==> src/rtl/decoder16_pkg.sv <==
// rtl/decoder16_pkg.sv - shared types and widths for the switch-code LED decoder
package decoder16_pkg;

    localparam int LED_W  = 16;
    localparam int CODE_W = 4;

    typedef enum logic [1:0] {
        IDLE = 2'b00,
        SHOW = 2'b01,
        WALK = 2'b10
    } mode_t;

endpackage

==> src/rtl/btn_debounce.sv <==
// rtl/btn_debounce.sv - 2-flop synchronizer, stability counter and rising-edge pulse for one button
module btn_debounce
    import decoder16_pkg::*;
#(
    parameter int DEBOUNCE_CYCLES = 1_000_000
) (
    input  logic clk,
    input  logic rst_n,
    input  logic btn_raw,
    output logic level,
    output logic rise
);

    localparam int CNT_W = (DEBOUNCE_CYCLES > 1) ? $clog2(DEBOUNCE_CYCLES) : 1;

    logic [1:0]       sync_q;
    logic             level_q, level_d;
    logic             rise_q;
    logic [CNT_W-1:0] cnt_q, cnt_d;

    // Counter only runs while the synchronized level disagrees with the accepted one.
    always_comb begin
        level_d = level_q;
        cnt_d   = '0;
        if (sync_q[1] != level_q) begin
            if (cnt_q == CNT_W'(DEBOUNCE_CYCLES - 1)) begin
                level_d = ~level_q;
            end else begin
                cnt_d = cnt_q + 1'b1;
            end
        end
    end

    always_ff @(posedge clk or negedge rst_n) begin
        if (!rst_n) begin
            sync_q  <= '0;
            level_q <= 1'b0;
            cnt_q   <= '0;
            rise_q  <= 1'b0;
        end else begin
            sync_q  <= {sync_q[0], btn_raw};
            level_q <= level_d;
            cnt_q   <= cnt_d;
            rise_q  <= level_d & ~level_q;
        end
    end

    assign level = level_q;
    assign rise  = rise_q;

endmodule

==> src/rtl/decoder16_led.sv <==
// rtl/decoder16_led.sv - registered 4-to-16 LED decoder with debounced load and walk buttons
module decoder16_led
    import decoder16_pkg::*;
#(
    parameter int DEBOUNCE_CYCLES = 1_000_000,
    parameter int STEP_CYCLES     = 25_000_000
) (
    input  logic              clk,
    input  logic              rst_n,
    input  logic [CODE_W-1:0] code,
    input  logic              btn_load,
    input  logic              btn_walk,
    output logic [LED_W-1:0]  LED,
    output logic [1:0]        mode
);

    localparam int STEP_W = (STEP_CYCLES > 1) ? $clog2(STEP_CYCLES) : 1;

    logic              load_p, walk_p;
    logic [CODE_W-1:0] code_s1_q, code_s2_q;
    mode_t             state_q, state_d;
    logic [CODE_W-1:0] pos_q, pos_d;
    logic [STEP_W-1:0] step_q, step_d;
    logic [LED_W-1:0]  led_q, led_d;

    btn_debounce #(.DEBOUNCE_CYCLES(DEBOUNCE_CYCLES)) u_load_db (
        .clk     (clk),
        .rst_n   (rst_n),
        .btn_raw (btn_load),
        .level   (),
        .rise    (load_p)
    );

    btn_debounce #(.DEBOUNCE_CYCLES(DEBOUNCE_CYCLES)) u_walk_db (
        .clk     (clk),
        .rst_n   (rst_n),
        .btn_raw (btn_walk),
        .level   (),
        .rise    (walk_p)
    );

    // Button actions take priority over a walk step; load beats walk.
    always_comb begin
        state_d = state_q;
        pos_d   = pos_q;
        step_d  = '0;
        if (load_p) begin
            pos_d   = code_s2_q;
            state_d = SHOW;
        end else if (walk_p) begin
            state_d = (state_q == WALK) ? SHOW : WALK;
        end else if (state_q == WALK) begin
            if (step_q == STEP_W'(STEP_CYCLES - 1)) begin
                pos_d = pos_q + 1'b1;
            end else begin
                step_d = step_q + 1'b1;
            end
        end
        led_d = (state_d == IDLE) ? '0 : (LED_W'(1) << pos_d);
    end

    always_ff @(posedge clk or negedge rst_n) begin
        if (!rst_n) begin
            code_s1_q <= '0;
            code_s2_q <= '0;
            state_q   <= IDLE;
            pos_q     <= '0;
            step_q    <= '0;
            led_q     <= '0;
        end else begin
            code_s1_q <= code;
            code_s2_q <= code_s1_q;
            state_q   <= state_d;
            pos_q     <= pos_d;
            step_q    <= step_d;
            led_q     <= led_d;
        end
    end

    assign LED  = led_q;
    assign mode = state_q;

endmodule

==> config.mk <==
export PLATFORM = sky130hd
export DESIGN_NAME = decoder16_led
export DESIGN_NICKNAME = d
export VERILOG_FILES = /design/src/rtl/decoder16_pkg.sv /design/src/rtl/btn_debounce.sv /design/src/rtl/decoder16_led.sv
export SDC_FILE = /design/constraint.sdc
export NUM_CORES = 1
export LEC_CHECK = 0
export ABC_AREA = 1
export BUFFER_PORTS_ARGS = -buffer_cell sky130_fd_sc_hd__buf_2
export CAP_MARGIN = 30
export CORE_ASPECT_RATIO = 1.2
export CORE_MARGIN = 1
export CORE_UTILIZATION = 30
export DETAILED_ROUTE_END_ITERATION = 7
export SLEW_MARGIN = 15
export SYNTH_ARGS = -nofsm -noshare
export SYNTH_HDL_FRONTEND = slang
export SYNTH_SLANG_ARGS = --single-unit
export TNS_END_PERCENT = 20
==> constraint.sdc <==
create_clock -name clk -period 1.8 [get_ports clk]
set_input_delay 0.18 -clock clk [delete_from_list [all_inputs] [get_ports clk]]
set_output_delay 0.18 -clock clk [all_outputs]
set_load 0.01 [all_outputs]
Word-level counts from Yosys, hierarchy flattened
Index checks and enable logic that the tools add are counted.
{"block": "classes", "bitwise_logic": 4, "reduce_logical": 1, "mux": 20, "n_shift": 1, "eq_ne": 6, "n_addsub": 4}
{"cell": "$mux W25", "n": 4}
{"cell": "$mux W20", "n": 4}
{"cell": "$add A20 B1 Y20 const B", "n": 2}
{"cell": "$eq A20 B20 Y1 const B", "n": 2}
{"cell": "$add A25 B1 Y25 const B", "n": 1}
{"cell": "$eq A25 B25 Y1 const B", "n": 1}
{"cell": "$mux W16", "n": 1}
{"cell": "$mux W4", "n": 4}
{"cell": "$shl A1 B4 Y16 const A", "n": 1}
{"cell": "$mux W2", "n": 3}
{"cell": "$add A4 B1 Y4 const B", "n": 1}
{"cell": "$mux W1", "n": 4}
{"cell": "$and A1 B1 Y1", "n": 2}
{"cell": "$eq A2 B2 Y1 const B", "n": 1}
{"cell": "$logic_not A2 Y1", "n": 1}
{"cell": "$ne A1 B1 Y1", "n": 2}
{"cell": "$not A1 Y1", "n": 2}
{"block": "word_totals", "output_inout_bits": 18, "regBits": 103, "input_bits": 8, "word_cells": 50}

Depth between registers and ports, before layout
{"block": "depth", "ltp_word": 7, "depth_mapped": 13}

Cells and area by module
Synthesis repeated with hierarchy kept, for this count alone.
{"block": "hier_totals", "hier_cells": 620, "hier_area_um2": 5332.6}
{"mod": "btn_debounce", "instances": 2, "cells_each": 167, "area_per_inst_um2": 1395.1}
{"mod": "decoder16_led", "instances": 1, "cells_each": 286, "area_per_inst_um2": 2542.4}

Worst setup path before layout
Ideal clock, no wire load.
{"block": "synth_path", "kind": "reg-to-reg", "from": "reg u_walk_db.cnt_q[0]", "to": "reg u_walk_db.cnt_q[16]", "t_required_ns": 1.677, "path_slack_ns": 0.181, "path_stages_with_launch": 11, "t_arrival_ns": 1.495, "period_less_slack_ns": 1.619, "cell_sequence": "dfrtp_1 -> ha_1 -> nand2_1 -> nor2_2 -> nand3_1 -> nor2_1 -> nand2_1 -> nor3_2 -> nand2_1 -> o21ai_0 -> a21oi_1"}
{"block": "synth_via", "elab_chain_cells": 3, "word_cells_on_any_way": 4, "classes_between": "1 x add/sub; 1 x eq/ne; 2 x mux"}
{"item": "from (decl)", "line": "btn_debounce.sv:19", "rtl": "logic [CNT_W-1:0] cnt_q, cnt_d;"}
{"item": "from (signal assigned)", "line": "btn_debounce.sv:43", "rtl": "cnt_q <= cnt_d;"}
{"item": "$add A20 B1 Y20 or $eq A20 B20 Y1 (tied branches)", "line": "btn_debounce.sv:29, btn_debounce.sv:26"}
{"item": "$mux W20 *", "line": "btn_debounce.sv:26", "rtl": "if (cnt_q == CNT_W'(DEBOUNCE_CYCLES - 1)) begin"}
{"item": "$mux W20 *", "line": "btn_debounce.sv:25", "rtl": "if (sync_q[1] != level_q) begin"}
{"item": "net u_walk_db.cnt_d[16]", "line": "btn_debounce.sv:19"}
Mark *: on every way through the listed nets, which the timed path passes. The rest lies on a longest branch.

Worst setup path in the final report
{"block": "layout_path", "from": "reg step_q[0]", "to": "reg led_q[10], in the netlist LED[10]"}
{"block": "layout_via", "elab_chain_cells": 7}
{"item": "from (decl)", "line": "decoder16_led.sv:23", "rtl": "logic [STEP_W-1:0] step_q, step_d;"}
{"item": "from (signal assigned)", "line": "decoder16_led.sv:75", "rtl": "step_q <= step_d;"}
{"item": "$eq A25 B25 Y1", "line": "decoder16_led.sv:53", "rtl": "if (step_q == STEP_W'(STEP_CYCLES - 1)) begin"}
{"item": "$mux W4", "line": "decoder16_led.sv:53"}
{"item": "$mux W4", "line": "decoder16_led.sv:52", "rtl": "end else if (state_q == WALK) begin"}
{"item": "$mux W4", "line": "decoder16_led.sv:50", "rtl": "end else if (walk_p) begin"}
{"item": "$mux W4", "line": "decoder16_led.sv:47", "rtl": "if (load_p) begin"}
{"item": "net pos_d[0]", "line": "decoder16_led.sv:22", "rtl": "logic [CODE_W-1:0] pos_q, pos_d;"}
{"item": "$shl A1 B4 Y16", "line": "decoder16_led.sv:59", "rtl": "led_d = (state_d == IDLE) ? '0 : (LED_W'(1) << pos_d);"}
{"item": "$mux W16", "line": "decoder16_led.sv:59"}
{"item": "net led_d[10]", "line": "decoder16_led.sv:24", "rtl": "logic [LED_W-1:0] led_q, led_d;"}
{"item": "to (signal assigned)", "line": "decoder16_led.sv:76", "rtl": "led_q <= led_d;"}
{"item": "to (decl)", "line": "decoder16_led.sv:24"}
The timed path passes the listed nets, and every way through them passes these cells.

==> results.cfg <==
[status]
status = finished, final reports clean

[routing]
first_pass_iters = 6
vias = 3913
drt_iter0_drc = 220
viasPerCell = 4.49
drc = 0
ant_nets = 0
routed_wl_um = 10300
avgRoutedWirePerCell_um = 11.8

[yosys]
ys_seq_area_share_pct = 52.2
async_flop_share_pct = 100
syn-mean-instance-area_um2 = 8.43
ys_ff_latch = 103
synth_nets = 597
ys.flop_type = dfrtp_1
synth-edff-count = 0
synthCells = 585
ys_warn_count = 0
yosys-top-cells-area = dfrtp_1 52%, nor2_1 8.2%, nand2_1 7.9%
ys_types = 31
netlist_area_um2 = 4930
synth_top_area_cell = dfrtp_1
yosysTopAreaCellShare_pct = 52.2

[global_route]
grt_max_degree = 51
track_usage_pct = 12.8
grt_pass1_vias = 3769
antenna_found_initial = 0
grt_pass1_wl_um = 17400
gr-total-overflow = 0

[worst_setup_path]
crit_type = reg2reg
cp_max_fo = 4
r2r_start = step_q[0]
crit_top_cell = nand2_2
arrival_ns = 2.02
cp_num_buf_inv = 1
worst_ep_required_time_ns = 2.08
end_kind = flop
critPathSlowestCell = dfrtp_1
crit_start = step_q[0]
start_kind = flop
cpPeakStageDelay_ns = 0.40
crit_chain = ha_4 -> nand3_4 -> nor2_4 -> inv_2 -> nor2_4 -> nand3_2 -> nand2_2 -> nand2_2 -> nand2_2 -> nand2_4 -> nor2_4 -> nand2_2 -> nor2_2
cp_top_family = simple AND/OR/NAND/NOR gates

[placement]
dp_hpwl_um = 7460
dpl_worst_slack_ns = 0.0236
io_buffer_count = 25
place.gp.congestion = 0.845

[floorplan]
rows = 51
core-area_um2 = 16100
dieHeight_um = 142
initial_utilization_pct = 30.6
die_x_um = 119
dieArea_um2 = 17000
pin_count = 26

[timing]
hold_ws_ns = 0.307
rsz0062_at_grt = yes
setup_viol = 0
period_needed_ns = 1.74
fmax_ghz = 0.575
worst_pin_slew_ns = 0.421
skew_ns = 0.00792
fin_ws_ns = 0.0616
hold_viol = 0
max_slew_margin_pct = 71.9
drv_slew = 0
finalCritPeriodShare_pct = 96.6

[cts]
clkTransAtPathRegs_ns = 0.07
root_buffer = clkbuf_16
clock_latency_ns = 0.35
numCtsBuffers = 9
clockBufferDepth = 2
tritoncts = done
cts_sinks = 103
cts-htree-levels = 3

[job]
maxCapViolations = 0

[final_layout]
drive_gt1_share_pct = 22.9
fin_nets = 667
syn_to_final_growth_pct = 23.2
n_antenna_cell = 0

[power]
leakagePower_nw = 2.68
vdd_ir_drop_max_uv = 467
powerDensity_nw_per_um2 = 739

[hold_path]
hp-class = in2async
[power breakdown]
part / internal, W / switching [W]
clock: 0.00110 / 0.000915
sequential: 0.00234 / 0.0000145
combinational: 0.0000480 / 0.0000799
[logic make-up (layout without fill, tap and decap cells)]
family	Yosys count	in the layout	synth area share (%)
and+or+nand+nor	333	333	31.8
adders and majority gates	4	4	1.01
DFF	103	103	52.2
xor gates and xnor gates	22	22	3.91
buffers and inverters	77	152	6.01
AOI/OAI and AO/OA	46	46	5.07
[layout by cell type, fill, tap and decap left out, types with 2 or more instances in the layout]
cell           instances
xor2_1                17
inv_2                  8
nor2_2                15
buf_4                 30
nor2_1                98
clkbuf_16              9
o21ai_1                2
or2_2                  4
nor3_2                 8
a31oi_1                3
buf_2                 24
nor2_4                10
ha_2                   2
nand2_1               94
nand2_4                2
nor3_1                18
nand3_2                7
o21ai_0               14
xnor2_1                5
dfrtp_2                2
dfrtp_1              101
nand3_1               30
buf_12                 2
inv_6                  2
nand4_1               21
a21oi_1               21
nand2_2               18
o21a_1                 3
inv_1                 65
nor3b_1                4
dlygate4sd3_1          7
[layer usage]
layer	GRT usage [%]	vias up	wire, µm	part of all wire [%]
met5	0	-	0	0
met4	4.00	0	111	1.1
met3	2.52	6	183	1.8
met2	22.3	41	5300	51
met1	15.8	1858	4740	46
li1	-	2008	-	-
[cells in the mapped netlist, types with 5 or more instances]
master and n:
a21oi_1 21, dfrtp_1 103, inv_1 67, inv_2 6
nand2_1 104, nand2_2 9, nand3_1 31, nand3_2 7
nand4_1 21, nor2_1 108, nor2_2 11, nor3_1 23
o21ai_0 16, xnor2_1 5, xor2_1 17
[cell type report]
type / instances / area (µm²)
timing repair buffer: 63 / 455
fill: 1659 / 10100
clock buffer: 9 / 225
tap: 212 / 265
inverter: 73 / 274
clock inverter: 7 / 80.1
multi-input combinational: 405 / 2200
sequential: 103 / 2580
[final timing paths]
| kind | end | slack (ns) | cells past startpoint |
|---|---|---|---|
| max | LED[10] | 0.06 | 13 |
| min | LED[0] | 0.31 | 2 |
| max reg2reg | LED[10] | 0.06 | 13 |
| min reg2reg | u_walk_db.sync_q[1] | 0.35 | 0 |
| max in group asynchronous | u_load_db.cnt_q[3] | 0.89 | 3 |
| min in group clk | u_walk_db.sync_q[1] | 0.35 | 0 |
[through the flow]
stage                     util [%]  area [µm²]  total power (W)  instances  TNS (ns)
after global routing          37.7        6080          0.00467        872     -1.43
after detailed placement      34.2        5520          0.00252        843         0
final                         37.7        6080          0.00449        872         0
after floorplan                  -        4930          0.00243        585         0
after global placement        34.2        5520          0.00251        843         0
after CTS                     36.5        5900          0.00456        866         0
[sequential cells by signal, summed over array words and instances (netlist names)]
name and flops:
mode 2, code_s1_q 4, u_walk_db.sync_q 2, step_q 25, LED 16, u_walk_db.rise 1
code_s2_q 4, u_load_db.cnt_q 20, u_load_db.rise 1, u_load_db.level 1, pos_q 4, u_load_db.sync_q 2
u_walk_db.cnt_q 20, u_walk_db.level 1
[timing repair]
item	4_1_cts	5_1_grt
gates resized for setup	1	43
hold buffers	7	0
pin swaps	0	25
buffers inserted	0	6
setup endpoints to repair	1	45
endpoints found under the hold margin	34	0
No activity file was read; power rests on OpenSTA's default activity.
